<file path="src/rtl/sensor_deser_pkg.sv">
// Shared types and constants for the multi-channel serial sensor deserialiser.
// Build option: define SENSOR_DESER_PARITY_EN to add a per-channel even-parity bit to each frame.
package sensor_deser_pkg;

    typedef enum logic [1:0] {
        ST_IDLE   = 2'b00,
        ST_SHIFT  = 2'b01,
        ST_PARITY = 2'b10
    } state_t;

    localparam int DATA_W_MIN = 2;
    localparam int DATA_W_MAX = 32;
    localparam int NUM_CH_MIN = 1;
    localparam int NUM_CH_MAX = 8;

    // Counter holds 0..DATA_W+1, so it needs room for DATA_W+2 distinct values.
    function automatic int cnt_width(input int data_w);
        return $clog2(data_w + 2);
    endfunction

endpackage

</file>
<file path="src/rtl/sensor_deser_chan.sv">
// One serial channel: shift register plus running even parity (parity only with SENSOR_DESER_PARITY_EN).
// o_word is the word a completing sample would produce this cycle.
module sensor_deser_chan #(
    parameter int DATA_W    = 8,
    parameter int MSB_FIRST = 1
) (
    input  logic              clk,
    input  logic              rst,
    input  logic              i_start,
    input  logic              i_shift,
    input  logic              i_bit,
    output logic [DATA_W-1:0] o_word
`ifdef SENSOR_DESER_PARITY_EN
    ,
    output logic              o_par
`endif
);

    logic [DATA_W-1:0] r_sr;
    logic [DATA_W-1:0] w_base;
    logic [DATA_W-1:0] w_word_next;

    // A start bit restarts from an empty register so a partial frame never leaks in.
    assign w_base = i_start ? '0 : r_sr;

    generate
        if (MSB_FIRST != 0) begin : g_msb_first
            assign w_word_next = {w_base[DATA_W-2:0], i_bit};
        end else begin : g_lsb_first
            assign w_word_next = {i_bit, w_base[DATA_W-1:1]};
        end
    endgenerate

    always_ff @(posedge clk) begin
        if (rst) begin
            r_sr <= '0;
        end else if (i_start || i_shift) begin
            r_sr <= w_word_next;
        end
    end

`ifdef SENSOR_DESER_PARITY_EN
    logic r_par;
    logic w_par_next;

    assign w_par_next = (i_start ? 1'b0 : r_par) ^ i_bit;
    assign o_par      = w_par_next;
    // The parity bit is not shifted in, so the completed word is the register itself.
    assign o_word     = r_sr;

    always_ff @(posedge clk) begin
        if (rst) begin
            r_par <= 1'b0;
        end else if (i_start || i_shift) begin
            r_par <= w_par_next;
        end
    end
`else
    assign o_word = w_word_next;
`endif

endmodule

</file>
<file path="src/rtl/sensor_deser.sv">
// Multi-channel serial sensor deserialiser with valid/ready output and sticky overrun/sync flags.
// Build option: define SENSOR_DESER_PARITY_EN to enable the PARITY state and parity_err reporting.
module sensor_deser
    import sensor_deser_pkg::*;
#(
    parameter int DATA_W    = 8,
    parameter int NUM_CH    = 2,
    parameter int MSB_FIRST = 1
) (
    input  logic                     clk,
    input  logic                     rst,
    input  logic [NUM_CH-1:0]        sensor_in,
    input  logic                     sample_en,
    input  logic                     frame_sync,
    output logic [NUM_CH*DATA_W-1:0] data,
    output logic                     valid,
    input  logic                     ready,
    output logic [NUM_CH-1:0]        parity_err,
    output logic                     overrun,
    output logic                     sync_err,
    input  logic                     status_clr
);

    localparam int                CNT_W     = cnt_width(DATA_W);
    localparam logic [CNT_W-1:0] LAST_DATA = CNT_W'(DATA_W - 1);

    generate
        if (DATA_W < DATA_W_MIN || DATA_W > DATA_W_MAX ||
            NUM_CH < NUM_CH_MIN || NUM_CH > NUM_CH_MAX) begin : g_param_check
            $error("sensor_deser: DATA_W or NUM_CH out of range");
        end
    endgenerate

    state_t                   r_state;
    state_t                   w_state_next;
    logic [CNT_W-1:0]         r_count;
    logic [NUM_CH*DATA_W-1:0] r_data;
    logic                     r_valid;
    logic [NUM_CH-1:0]        r_perr;
    logic                     r_ovr;
    logic                     r_sync;

    logic                     w_start;
    logic                     w_bit_only;
    logic                     w_chan_shift;
    logic                     w_complete;
    logic                     w_sync_abort;
    logic                     w_load;
    logic                     w_drop;
    logic [NUM_CH*DATA_W-1:0] w_new_data;
    logic [NUM_CH-1:0]        w_new_perr;

    assign w_start    = sample_en & frame_sync;
    assign w_bit_only = sample_en & ~frame_sync;

    always_ff @(posedge clk) begin
        if (rst) begin
            r_state <= ST_IDLE;
            r_count <= '0;
        end else begin
            r_state <= w_state_next;
            if (w_start) begin
                r_count <= CNT_W'(1);
            end else if (w_complete) begin
                r_count <= '0;
            end else if (w_bit_only && r_state != ST_IDLE) begin
                r_count <= r_count + CNT_W'(1);
            end
        end
    end

    always_comb begin
        w_state_next = r_state;
        case (r_state)
            ST_IDLE: begin
                if (w_start) w_state_next = ST_SHIFT;
            end
            ST_SHIFT: begin
                if (w_start) begin
                    w_state_next = ST_SHIFT;
                end else if (w_bit_only && r_count == LAST_DATA) begin
`ifdef SENSOR_DESER_PARITY_EN
                    w_state_next = ST_PARITY;
`else
                    w_state_next = ST_IDLE;
`endif
                end
            end
            ST_PARITY: begin
`ifdef SENSOR_DESER_PARITY_EN
                if (w_start) begin
                    w_state_next = ST_SHIFT;
                end else if (w_bit_only) begin
                    w_state_next = ST_IDLE;
                end
`else
                w_state_next = ST_IDLE;
`endif
            end
            default: w_state_next = ST_IDLE;
        endcase
    end

    always_comb begin
        w_chan_shift = 1'b0;
        w_complete   = 1'b0;
        w_sync_abort = 1'b0;
        case (r_state)
            ST_SHIFT: begin
                w_chan_shift = w_bit_only;
                w_sync_abort = w_start;
`ifndef SENSOR_DESER_PARITY_EN
                w_complete   = w_bit_only && (r_count == LAST_DATA);
`endif
            end
            ST_PARITY: begin
                w_sync_abort = w_start;
`ifdef SENSOR_DESER_PARITY_EN
                w_complete   = w_bit_only;
`endif
            end
            default: ;
        endcase
    end

    generate
        for (genvar c = 0; c < NUM_CH; c++) begin : g_chan
            sensor_deser_chan #(
                .DATA_W    (DATA_W),
                .MSB_FIRST (MSB_FIRST)
            ) u_chan (
                .clk     (clk),
                .rst     (rst),
                .i_start (w_start),
                .i_shift (w_chan_shift),
                .i_bit   (sensor_in[c]),
                .o_word  (w_new_data[c*DATA_W +: DATA_W])
`ifdef SENSOR_DESER_PARITY_EN
                ,
                .o_par   (w_new_perr[c])
`endif
            );
        end
    endgenerate

`ifndef SENSOR_DESER_PARITY_EN
    assign w_new_perr = '0;
`endif

    // A finished word only lands if the output slot is free or being emptied this cycle.
    assign w_load = w_complete & (~r_valid | ready);
    assign w_drop = w_complete & r_valid & ~ready;

    always_ff @(posedge clk) begin
        if (rst) begin
            r_data  <= '0;
            r_valid <= 1'b0;
            r_perr  <= '0;
        end else if (w_load) begin
            r_data  <= w_new_data;
            r_valid <= 1'b1;
            r_perr  <= w_new_perr;
        end else if (r_valid && ready) begin
            r_valid <= 1'b0;
        end
    end

    // Setting events take priority over a simultaneous clear.
    always_ff @(posedge clk) begin
        if (rst) begin
            r_ovr  <= 1'b0;
            r_sync <= 1'b0;
        end else begin
            if (w_drop)            r_ovr <= 1'b1;
            else if (status_clr)   r_ovr <= 1'b0;
            if (w_sync_abort)      r_sync <= 1'b1;
            else if (status_clr)   r_sync <= 1'b0;
        end
    end

    assign data       = r_data;
    assign valid      = r_valid;
    assign parity_err = r_perr;
    assign overrun    = r_ovr;
    assign sync_err   = r_sync;

endmodule

</file>
<file path="config.mk">
export PLATFORM = sky130hd
export DESIGN_NAME = sensor_deser
export DESIGN_NICKNAME = d
export VERILOG_FILES = /design/src/rtl/sensor_deser_pkg.sv /design/src/rtl/sensor_deser_chan.sv /design/src/rtl/sensor_deser.sv
export SDC_FILE = /design/constraint.sdc
export NUM_CORES = 1
export LEC_CHECK = 0
export CORE_AREA = 5 5 75 63
export DETAILED_ROUTE_END_ITERATION = 16
export DIE_AREA = 0 0 80 68
export PLACE_DENSITY = 0.75
export SLEW_MARGIN = 15
export SYNTH_ARGS = -nofsm -noshare
export SYNTH_HDL_FRONTEND = slang
export SYNTH_HIERARCHICAL = 1
export SYNTH_SLANG_ARGS = --single-unit
</file>
<file path="constraint.sdc">
create_clock -name clk -period 1.5 [get_ports clk]
set_input_delay 0.3 -clock clk [delete_from_list [all_inputs] [get_ports clk]]
set_output_delay 0.3 -clock clk [all_outputs]
set_load 0.02 [all_outputs]
</file>
==> results of run 1 <==
[critical path, cell delays in order (launching register included)]
cell	delay, ns
dfxtp_2	0.36
ha_4	0.13
nand3b_1	0.12
buf_6	0.16
nor3_4	0.23
clkbuf_16	0.23
mux2i_1	0.18
[stage by stage]
step / TNS (ns) / utilization [%] / power [mW] / std cells / worst slack, ns
final: 0 / 57.0 / 1.89 / 274 / 0.0353
after global routing: -0.219 / 57.0 / 1.97 / 274 / -0.0377
after global placement: -6.92 / 53.2 / 1.17 / 262 / -0.268
after detailed placement: -7.28 / 53.2 / 1.18 / 262 / -0.289
after floorplan: 0 / - / 1.13 / 177 / 0.00651
after CTS: 0 / 55.0 / 1.90 / 270 / 0.0143
[routing by layer]
layer | GRT usage, % | vias up | wire length, um
li1 | - | 660 | -
met1 | 16.0 | 591 | 1680
met2 | 18.8 | 19 | 1460
met3 | 4.61 | 5 | 131
met4 | 6.33 | 0 | 65
met5 | 0 | - | 0
[path summary, 6_finish.rpt]
check / startpoint / end / slack [ns]
worst max-delay path: r_count[0] / data[15] / 0.04
worst max register to register: r_count[0] / data[15] / 0.04
worst min register to register: data[13] / data[13] / 0.47
worst min-delay path: data[13] / data[13] / 0.47
[layout make-up]
type | instances | area (sq um) | area share, %
multi-input cells | 124 | 921 | 40.4
flip-flops and latches | 38 | 763 | 33.5
repair buffers | 45 | 418 | 18.3
clock buffers | 6 | 82.6 | 3.62
well taps | 57 | 71.3 | 3.13
clock inverters | 2 | 12.5 | 0.549
inverters | 2 | 10.0 | 0.439
[placed cells by master (no fill, tap or decap), drive strengths merged]
| cell | count |
|---|---|
| a21oi | 5 |
| clkinv | 1 |
| or3b | 2 |
| clkbuf | 7 |
| xor2 | 2 |
| nand4b | 1 |
| a2111oi | 1 |
| o21ba | 1 |
| nand3b | 2 |
| or4b | 1 |
| nand3 | 1 |
| ha | 1 |
| o21ai | 4 |
| inv | 2 |
| clkdlybuf4s50 | 5 |
| dlymetal6s2s | 2 |
| o22ai | 1 |
| nor3 | 2 |
| dlygate4sd2 | 19 |
| nand2 | 2 |
| clkinvlp | 1 |
| conb | 2 |
| nand2b | 34 |
| o21bai | 1 |
| nor4 | 1 |
| nor2 | 13 |
| or2 | 2 |
| mux2i | 29 |
| dfxtp | 38 |
| buf | 18 |
| nor2b | 15 |
| or3 | 1 |
[what timing repair did]
item / in CTS / in global routing
setup buffers: 0 / 3
hold buffers: 0 / 0
endpoints found under the setup margin: 19 / 34
resized for setup: 19 / 11
pin swaps: 0 / 1
cloned: 0 / 1
[power by group]
group,total (mW),switching (mW),leakage [nW],internal (mW)
registers,1.02,0.00734,0.308,1.02
logic,0.136,0.0654,0.556,0.0708
clock network,0.732,0.363,0.0472,0.369
total,1.89,0.435,0.911,1.46
[flip-flops by register name, indices dropped and copies added (netlist names)]
signal and flops:
valid 1, g_chan.u_chan/r_sr 14, overrun 1, r_state 1, sync_err 1, r_count 4, data 16
[cell families (layout without fill, tap and decap cells)]
| logic type | after synthesis | in the layout | synth area share (%) |
|---|---|---|---|
| flip-flops | 38 | 38 | 43.2 |
| XOR/XNOR | 2 | 2 | 0.994 |
| AO/OA/AOI/OAI | 13 | 13 | 5.18 |
| buffers and inverters | 15 | 55 | 6.03 |
| adder cells (fa/ha/maj) | 1 | 1 | 0.710 |
| multiplexers | 29 | 29 | 16.5 |
| other | 1 | 2 | 0.213 |
| AND/OR/NAND/NOR | 77 | 77 | 27.3 |
==> flow_summary.yaml, run 1 <==
logic_synthesis:
  synth.distinct_cells: 35
  avgSynthCellArea_sq_um: 10.0
  synth_area_sq_um: 1760
  ys_ff_latch: 38
  synthTopCellsByCount: "dfxtp_1 (38), nand2b_1 (34), mux2i_1 (29)"
  synth_edf_count: 0
  yosysMostFrequentCell: "dfxtp_1"
  synthFlopType: "dfxtp_1"
  ys_seq_area_share_pct: 43.2
  async_flop_share_pct: 0
  synthTopCellsByArea: "dfxtp_1 (43%), mux2i_1 (16%), nand2b_1 (12%), nor2b_1 (5.3%), nor2_1 (2.6%)"
  synth_largest_area_cell: "dfxtp_1"
  synth_top_area_share_pct: 43.2
  postSynthCellCount: 176
  synth_warnings: 6
detailed_routing:
  viasPerCell: 4.65
  first_pass_iters: 4
  routed-via-count: 1275
  drt-initial-drc-count: 65
  wl_per_cell_um: 12.2
  antenna_left: 0
  drt_wl_total_mm: 3.33
  drc: 0
clock_tree:
  cts_buffers: 5
  root_buffer: "clkbuf_8"
  h-tree-depth: 2
  cts.sinks: 38
  clockBufferDepth: 2
  clkSlewWorstSetupHoldPaths_ns: 0.08
  cts_tree: "yes"
  clock_latency_ns: 0.29
place:
  dp_hpwl_mm: 2.13
  io_buffer_count: 26
  gp_congestion: 0.786
  place_area_sq_um: 2120
global_route:
  grt_overflow: 0
  grtUsageTotal_pct: 12.6
  grt_pass1_wl_mm: 5.26
  antenna_found_initial: 0
  grt_max_degree: 23
  grt_pass1_vias: 1174
sta:
  finalHoldViolations: 0
  slew_viol_final: 0
  fmax_mhz: 683
  rsz0062_at_grt: "true"
  setup_viol: 0
  holdWs_ns: 0.470
  period_share_pct: 97.6
  fin_skew_ns: 0.00575
  period_minus_slack_ns: 1.46
layout:
  area_growth_pct: 29.2
  n_antenna_cell: 0
  fin_nets: 225
  fillers: 365
  layout-drive-gt1-share_pct: 18.4
  final_area_sq_um: 2280
floorplan:
  core_area_sq_um: 3990
  rows: 21
  die_w_um: 80
  die_area_sq_um: 5440
  start_util_pct: 44.1
  io_pins: 29
  die_y_um: 68
critical_path:
  cp.required_ns: 1.73
  crit_path_start_kind: "register"
  reg2reg_depth: 6
  cp_data_arrival_time_ns: 1.69
  critical_path_class: "register to register"
  crit_fanout: 8
  setup.worst_path.end_class: "register"
pwr:
  powerDensity_nw_per_um2: 831
  ir_drop_uv: 530
  leakagePower_nw: 0.911
run:
  maxCapViolCount: 0
hold_path:
  min_path_type: "register to register"
  hold_depth: 2
run_status:
  status: "completed"
(Power assumes the default switching activity.)
==> inputs of run 2 (changes only) <==
--- a/config.mk
+++ b/config.mk
@@ -9,7 +9,6 @@
 export DETAILED_ROUTE_END_ITERATION = 16
 export DIE_AREA = 0 0 80 68
 export PLACE_DENSITY = 0.75
-export SLEW_MARGIN = 15
 export SYNTH_ARGS = -nofsm -noshare
 export SYNTH_HDL_FRONTEND = slang
 export SYNTH_HIERARCHICAL = 1
==> results of run 2 <==
Final layout, timing and power as in run 1 (identical DEF).
